### config.mk
export PLATFORM = sky130hd
export DESIGN_NAME = axi_rd_data_receiver
export DESIGN_NICKNAME = d
export VERILOG_FILES = /design/src/rtl/axi_rd_data_receiver.sv
export SDC_FILE = /design/constraint.sdc
export NUM_CORES = 1
export LEC_CHECK = 0
export BUFFER_PORTS_ARGS = -buffer_cell sky130_fd_sc_hd__buf_2
export CAP_MARGIN = 30
export CORE_ASPECT_RATIO = 0.6
export CORE_MARGIN = 2
export CORE_UTILIZATION = 33
export DETAILED_ROUTE_END_ITERATION = 16
export PLACE_DENSITY_LB_ADDON = 0.08
export SLEW_MARGIN = 20
export SYNTH_ARGS = -nofsm -noshare
export SYNTH_HDL_FRONTEND = slang
export SYNTH_SLANG_ARGS = --single-unit
### constraint.sdc
create_clock -name i_clk -period 2.5 [get_ports i_clk]
set_input_delay 0.625 -clock i_clk [delete_from_list [all_inputs] [get_ports i_clk]]
set_output_delay 0.625 -clock i_clk [all_outputs]
set_load 0.03 [all_outputs]
### src/rtl/axi_rd_data_receiver.sv
// AXI read data channel receiver: checks one outstanding burst against its
// descriptor (id, length, response) and forwards beats through a small FIFO stream.
module axi_rd_data_receiver #(
    parameter int DATA_WIDTH   = 32,
    parameter int ID_MAX_WIDTH = 16,
    parameter int LEN_WIDTH    = 8,
    parameter int FIFO_DEPTH   = 4
) (
    input  logic                    i_clk,
    input  logic                    i_rst_n,
    input  logic                    i_cmd_valid,
    output logic                    o_cmd_ready,
    input  logic [ID_MAX_WIDTH-1:0] i_cmd_id,
    input  logic [LEN_WIDTH-1:0]    i_cmd_len,
    input  logic                    i_rvalid,
    output logic                    o_rready,
    input  logic [ID_MAX_WIDTH-1:0] i_rid,
    input  logic [DATA_WIDTH-1:0]   i_rdata,
    input  logic [1:0]              i_rresp,
    input  logic                    i_rlast,
    output logic                    o_out_valid,
    input  logic                    i_out_ready,
    output logic [DATA_WIDTH-1:0]   o_out_data,
    output logic                    o_out_last,
    output logic                    o_err_resp,
    output logic                    o_err_id,
    output logic                    o_err_len,
    output logic                    o_busy
);

    localparam int AW = $clog2(FIFO_DEPTH);

    typedef enum logic [1:0] {
        S_IDLE,
        S_RECV,
        S_DRAIN
    } state_t;

    state_t                  r_state;
    logic [ID_MAX_WIDTH-1:0] r_id;
    logic [LEN_WIDTH-1:0]    r_len;
    logic [LEN_WIDTH-1:0]    r_count;
    logic                    r_err_resp;
    logic                    r_err_id;
    logic                    r_err_len;

    logic [AW:0]             r_wr_ptr;
    logic [AW:0]             r_rd_ptr;
    logic [DATA_WIDTH:0]     r_mem [FIFO_DEPTH];

    logic                    w_full;
    logic                    w_empty;
    logic                    w_beat;
    logic                    w_push;
    logic                    w_pop;
    logic                    w_at_len;
    logic                    w_last_flag;

    // Full when the index bits match but the wrap bits differ.
    assign w_full      = (r_wr_ptr[AW] != r_rd_ptr[AW]) &&
                         (r_wr_ptr[AW-1:0] == r_rd_ptr[AW-1:0]);
    assign w_empty     = (r_wr_ptr == r_rd_ptr);
    assign w_beat      = i_rvalid && o_rready;
    assign w_push      = w_beat && (r_state == S_RECV);
    assign w_pop       = o_out_valid && i_out_ready;
    assign w_at_len    = (r_count == r_len);
    assign w_last_flag = i_rlast || w_at_len;

    assign o_cmd_ready = (r_state == S_IDLE);
    assign o_rready    = ((r_state == S_RECV) && !w_full) || (r_state == S_DRAIN);
    assign o_out_valid = !w_empty;
    assign {o_out_data, o_out_last} = r_mem[r_rd_ptr[AW-1:0]];
    assign o_err_resp  = r_err_resp;
    assign o_err_id    = r_err_id;
    assign o_err_len   = r_err_len;
    assign o_busy      = (r_state != S_IDLE) || !w_empty;

    always_ff @(posedge i_clk or negedge i_rst_n) begin
        if (!i_rst_n) begin
            r_state    <= S_IDLE;
            r_id       <= '0;
            r_len      <= '0;
            r_count    <= '0;
            r_err_resp <= 1'b0;
            r_err_id   <= 1'b0;
            r_err_len  <= 1'b0;
        end else begin
            r_err_resp <= 1'b0;
            r_err_id   <= 1'b0;
            r_err_len  <= 1'b0;
            case (r_state)
                S_IDLE: begin
                    if (i_cmd_valid) begin
                        r_id    <= i_cmd_id;
                        r_len   <= i_cmd_len;
                        r_count <= '0;
                        r_state <= S_RECV;
                    end
                end
                S_RECV: begin
                    if (w_beat) begin
                        r_count    <= r_count + LEN_WIDTH'(1);
                        r_err_resp <= (i_rresp != 2'b00);
                        r_err_id   <= (i_rid != r_id);
                        // The counter never passes r_len here, so !w_at_len means early rlast.
                        if (i_rlast) begin
                            r_err_len <= !w_at_len;
                            r_state   <= S_IDLE;
                        end else if (w_at_len) begin
                            r_err_len <= 1'b1;
                            r_state   <= S_DRAIN;
                        end
                    end
                end
                S_DRAIN: begin
                    if (i_rvalid && i_rlast) begin
                        r_state <= S_IDLE;
                    end
                end
                default: r_state <= S_IDLE;
            endcase
        end
    end

    always_ff @(posedge i_clk or negedge i_rst_n) begin
        if (!i_rst_n) begin
            r_wr_ptr <= '0;
            r_rd_ptr <= '0;
            for (int i = 0; i < FIFO_DEPTH; i++) begin
                r_mem[i] <= '0;
            end
        end else begin
            if (w_push) begin
                r_mem[r_wr_ptr[AW-1:0]] <= {i_rdata, w_last_flag};
                r_wr_ptr                <= r_wr_ptr + (AW+1)'(1);
            end
            if (w_pop) begin
                r_rd_ptr <= r_rd_ptr + (AW+1)'(1);
            end
        end
    end

endmodule

==> results of run 1 <==
worst paths after layout:
path,from,end,slack (ns),cells past startpoint
min in group i_clk,i_cmd_id[15],r_id[15]$_DFFE_PN0P_,0.37,3
worst max-delay path,r_rd_ptr[0]$_DFFE_PN0P_,o_out_data[24],0.02,4
worst min register to register,r_mem[0]$_DFFE_PN0P_,r_mem[0]$_DFFE_PN0P_,0.48,2
max in group asynchronous,i_rst_n,r_mem[5]$_DFFE_PN0P_,1.63,2
worst min-delay path,i_rst_n,r_id[0]$_DFFE_PN0P_,0.15,1
worst max register to register,r_rd_ptr[0]$_DFFE_PN0P_,r_mem[96]$_DFFE_PN0P_,0.24,7
layout by cell type, fill, tap and decap left out, types with 4 or more instances in the layout:
master     instances
buf_12            11
nand2_1           85
nor2_1             5
ha_1               7
buf_2             92
o311ai_4           4
xnor2_1           22
mux2_2           117
buf_6             26
clkbuf_16         18
nand3_1           10
mux2_1            13
dfrtp_1          173
buf_4             18
o21ai_0            8
xor2_1             9
and3_1             6
nand4_1            6
mux4_2            33
clkinv_2           4
clkinv_4           4
routing by layer:
metal / routed length (um) / vias to the layer above / part of all wire
li1: - / 2288 / -
met3: 648 / 22 / 0.034
met5: 0 / - / 0
met2: 8811 / 72 / 0.46
met4: 201 / 0 / 0.011
met1: 9418 / 2612 / 0.49
stage by stage:
| step | hold slack, ns | power (mW) |
|---|---|---|
| detailed placement | 0.4701 | 11.55 |
| global placement | 0.4646 | 11.39 |
| global route | 0.1794 | 15.90 |
| CTS | 0.1547 | 14.96 |
| floorplan | 0.3294 | 9.691 |
| finish | 0.1467 | 14.94 |
report_power, final:
part / switching, mW / internal [mW]
logic: 3.64 / 3.58
clock network: 1.15 / 1.60
registers: 0.777 / 4.20
critical path, cell delays in order (launching register included):
cell and delay [ns]:
dfrtp_2 0.44, buf_12 0.13, clkbuf_16 0.16, mux4_2 0.51, buf_6 0.16
flip-flops by register name, indices dropped and copies added (netlist names):
| register | cells |
|---|---|
| o_err_id | 1 |
| o_err_len | 1 |
| o_err_resp | 1 |
| r_count | 8 |
| r_id | 16 |
| r_len | 8 |
| r_mem | 132 |
| r_rd_ptr | 3 |
| r_state | 2 |
| r_wr_ptr | 3 |
timing repair:
action                                  CTS  global route
pin swaps                                 1             0
cloned                                    0             2
resized for setup                        50             6
buffers inserted                          1             3
endpoints found under the setup margin   32            27
kinds of logic (layout without fill, tap and decap cells):
| kind of cell | after synthesis | after routing | synth area share |
|---|---|---|---|
| AOI/OAI and AO/OA | 20 | 20 | 0.02623 |
| DFF | 175 | 175 | 0.5464 |
| xor gates and xnor gates | 34 | 34 | 0.04277 |
| buffers and inverters | 32 | 183 | 0.02779 |
| and+or+nand+nor | 127 | 127 | 0.06931 |
| muxes | 164 | 164 | 0.2766 |
| adders and majority gates | 7 | 7 | 0.01093 |
cell type report:
class	count	area, um^2
Inverter	3	11.26
Clock buffer	19	442.9
Tap cell	322	402.9
Timing Repair Buffer	148	1134
Multi-Input combinational cell	352	3425
Fill cell	2283	14040
Clock inverter	13	162.7
Sequential cell	175	4382
==> impl_metrics.toml, run 1 <==
[yosys]
synth_seq_area_share = 0.5464
yosys_warnings = 0
synthFlopType = "dfrtp_1"
ys_async_sr_fraction = 1.000
synth_commonest_cells = "dfrtp_1, mux2_2, nand2_1"
syn_area_um2 = 8015
yosysMostFrequentCell = "dfrtp_1"
synth_edf_count = 0
syn_nets = 646
synth.avg_cell_area_um2 = 14.34
synth_cell_type_count = 35
synth_area_leaders = "dfrtp_1, mux2_2, mux4_2"
post-synth-top-area-fraction = 0.5464
yosysTopAreaCell = "dfrtp_1"
synthCells = 559
ys_ff_latch = 175

[placement]
dp_hpwl_um = 12430
place_inst = 994
dpl_cell_area_um2 = 9096
globalplace.congestion = 0.7510
post-place-ws_ns = 0.3488
place.port_buffers = 119

[pwr]
p_leak_nw = 4.552
vdd_drop_max_uv = 594.2
pwr_density_cell_nw_per_um2 = 1501

[flow_run]
max_cap_viol_count = 0

[floorplan]
die_y_um = 124.7
initial_utilization = 0.3339
io_pins = 120
core_um2 = 24000
placementRows = 44
dieWidth_um = 205.2
die-area_um2 = 25590

[sta]
slew_violations = 0
relSlewSlack = 0.5976
final.min_clock_period_ns = 2.476
worst_pin_slew_ns = 0.6037
worst_slack_ns = 0.02363
setup_viol = 0
max_freq_mhz = 403.8
setup-tns-final_ns = 0
post-route-period-util = 0.9905
finClkSkew_ns = 0.01343
hold_viol_final = 0
rsz0062_at_grt = "true"

[global_routing]
grt_use_met3 = 0.04108
antenna_found_initial = 0
grt_usage = 0.1595
grt_pass1_wl_um = 30770
grt_use_met1 = 0.2234
use_met2 = 0.2452
busiest_layer = "met2"
grt_pass1_vias = 5514
overflow = 0
grt_max_degree = 56

[worst_setup_path]
cp-start-kind = "flip-flop"
cp_data_arrival_time_ns = 1.85
required_ns = 1.88
crit_type = "reg2out"
crit_path_end_kind = "primary output"
crit_fanout = 6

[clock_tree]
clk_latency_ns = 0.44
cts-htree-levels = 4
hold_buffers = 0
clk_path_buf_depth = 2
ctsRootBufferMaster = "clkbuf_16"
clock-sinks = 175
cts_buffers = 17
clk_pin_slew_ns = 0.07
cts_tree = "done"

[cells_and_area]
nets = 784
diodes = 0
fin_area_um2 = 9960
syn_to_final_growth_pct = 24.26
post-route-util = 0.4149
layout-drive-gt1-share = 0.4775
fin_cells = 1032

[routing]
first_iter_violations = 159
postRouteAntennaNets = 0
routed_wl_um = 19080
vias = 4994
route.detailed.drc = 0
vias_per_cell = 4.839
wire_per_inst_um = 18.49
drtPass1Iterations = 7

[run_status]
outcome = "complete, no violations"

[min_path]
hold_class = "in2async"
(Power assumes the default switching activity.)
==> run 2: changes to the inputs <==
--- a/config.mk
+++ b/config.mk
@@ -9,7 +9,7 @@
 export CAP_MARGIN = 30
 export CORE_ASPECT_RATIO = 0.6
 export CORE_MARGIN = 2
-export CORE_UTILIZATION = 33
+export CORE_UTILIZATION = 40
 export DETAILED_ROUTE_END_ITERATION = 16
 export PLACE_DENSITY_LB_ADDON = 0.08
 export SLEW_MARGIN = 20
==> run 2 against run 1 <==
Clock skew down 0.0044 ns; register-to-register slack worse by 0.11 ns; non-clock buffer count down 1; final cell count down 4.8%; flip-flop and latch count unchanged; clock power up 6%; largest power group unchanged.
==> impl_metrics.toml, run 2 (synthesis results as in run 1) <==
[run_status]
outcome = "complete, no violations"

[worst_setup_path]
crit_path_end_kind = "primary output"
crit_chain = "buf_12 -> mux4_2 -> buf_6"
regToRegSetupSlack_ns = 0.13
cpPeakStageDelay_ns = 0.56
crit_type = "reg2out"
r2r-start = "r_rd_ptr[0]$_DFFE_PN0P_"
cp_data_arrival_time_ns = 1.87
crit_fanout = 9
startpoint = "r_rd_ptr[0]$_DFFE_PN0P_"
cpLargestDelayFamily = "multiplexers"
required_ns = 1.88
critPathBufInv = 2
critPathSlowestCell = "mux4_2"
cp-start-kind = "flip-flop"

[sta]
worst_pin_slew_ns = 0.5302
rsz0062_at_grt = "true"
post-route-period-util = 0.9971
setup-tns-final_ns = 0
max_freq_mhz = 401.2
setup_viol = 0
hold_viol_final = 0
final.min_clock_period_ns = 2.493
worst_slack_ns = 0.007273
relSlewSlack = 0.6457
finClkSkew_ns = 0.009006
slew_violations = 0

[floorplan]
initial_utilization = 0.4044
io_pins = 120
dieWidth_um = 186.7
core_um2 = 19820
die-area_um2 = 21220
placementRows = 40
die_y_um = 113.7

[global_routing]
grt_usage = 0.1785
grt_pass1_wl_um = 29090
grt_pass1_vias = 5366
antenna_found_initial = 0
grt_max_degree = 53
overflow = 0

[pwr]
pwr_density_cell_nw_per_um2 = 1522
vdd_drop_max_uv = 693.2
p_leak_nw = 4.546

[clock_tree]
cts_buffers = 17
ctsRootBufferMaster = "clkbuf_16"
clk_path_buf_depth = 2
clock-sinks = 175
cts_tree = "done"
clk_latency_ns = 0.42
clk_pin_slew_ns = 0.06
cts-htree-levels = 4
hold_buffers = 0

[placement]
place.port_buffers = 119
globalplace.congestion = 0.7691
dp_hpwl_um = 11960
post-place-ws_ns = 0.2497

[cells_and_area]
nFillCells = 1737
diodes = 0
area.sequential_um2 = 4384
syn_to_final_growth_pct = 23.57
biggestRegsByFlops = "r_mem x132, r_id x16"
largest_reg_flops = 132
final_cell_mix = "dfrtp_1, mux2_2, buf_2"
nets = 783
final_common_cell = "dfrtp_1"
layout-drive-gt1-share = 0.4781
multi_input_area_um2 = 3442
top_register = "r_mem"

[routing]
wire_per_inst_um = 18.00
route.detailed.drc = 0
vias_per_cell = 4.993
routed_wl_um = 17680
postRouteAntennaNets = 0
drtPass1Iterations = 4
vias = 4903
first_iter_violations = 204

[min_path]
hold_class = "in2async"

[flow_run]
max_cap_viol_count = 0
-- run 2: changes by cell type in the layout (fill, tap and decap cells not counted), sizes merged --
| cell | previous run | this run |
|---|---|---|
| bufinv | 3 | 5 |
| clkbuf | 20 | 21 |
| clkinv | 8 | 5 |
| clkinvlp | 0 | 1 |
| inv | 5 | 3 |
-- run 2: area by class of cell --
cell class / count / area share
timing repair buffer: 147 / 0.1089
clock inverter: 11 / 0.01882
tap: 273 / 0.03449
inverter: 3 / 0.001137
clock buffer: 21 / 0.04649
sequential: 175 / 0.4426
multi-input combinational: 352 / 0.3475
-- run 2: per-stage QoR --
stage                     std cells  power, mW    util  hold WS, ns  cell area (um^2)
after global routing            982      16.00  0.4997       0.1497              9905
after detailed placement        943      11.43  0.4526       0.4799              8970
final                           982      15.07  0.4997       0.1389              9905
after CTS                       983      15.17  0.4985       0.1424              9879
after global placement          943      11.20  0.4526       0.4582              8970
after floorplan                 559      9.691       -       0.3294              8015
-- run 2: final timing paths --
check / endpoint / cells after the start
max in group asynchronous: r_len[5]$_DFFE_PN0P_ / 2
setup reg to reg: r_mem[24]$_DFFE_PN0P_ / 6
hold reg to reg: r_mem[129]$_DFFE_PN0P_ / 1
min in group i_clk: r_id[4]$_DFFE_PN0P_ / 3
setup / recovery: o_out_data[1] / 3
hold / removal: r_mem[120]$_DFFE_PN0P_ / 1
-- run 2: power by group --
group / leakage [nW] / switching [mW] / internal [mW]
logic: 2.09 / 3.57 / 3.58
clock network: 0.317 / 1.09 / 1.82
registers: 2.14 / 0.813 / 4.20
-- run 2: metal layers --
metal,track usage,vias up,part of all wire
met5,0,-,0
met4,0.05079,0,0.0094
met3,0.03908,11,0.038
met2,0.2813,78,0.46
met1,0.2512,2551,0.49
li1,-,2263,-
-- run 2: repair_timing --
action	in CTS	in global routing
gates cloned	2	0
pin swaps	2	0
endpoints found under the setup margin	34	28
resized for setup	49	17
setup buffers	6	0
-- run 2: worst register-to-register path, cell delays in order, from the launching register on --
cell and delay, ns:
dfrtp_4 0.57, buf_4 0.19, xor2_4 0.15, buf_4 0.20, o311ai_4 0.47, buf_12 0.29, mux2_2 0.39
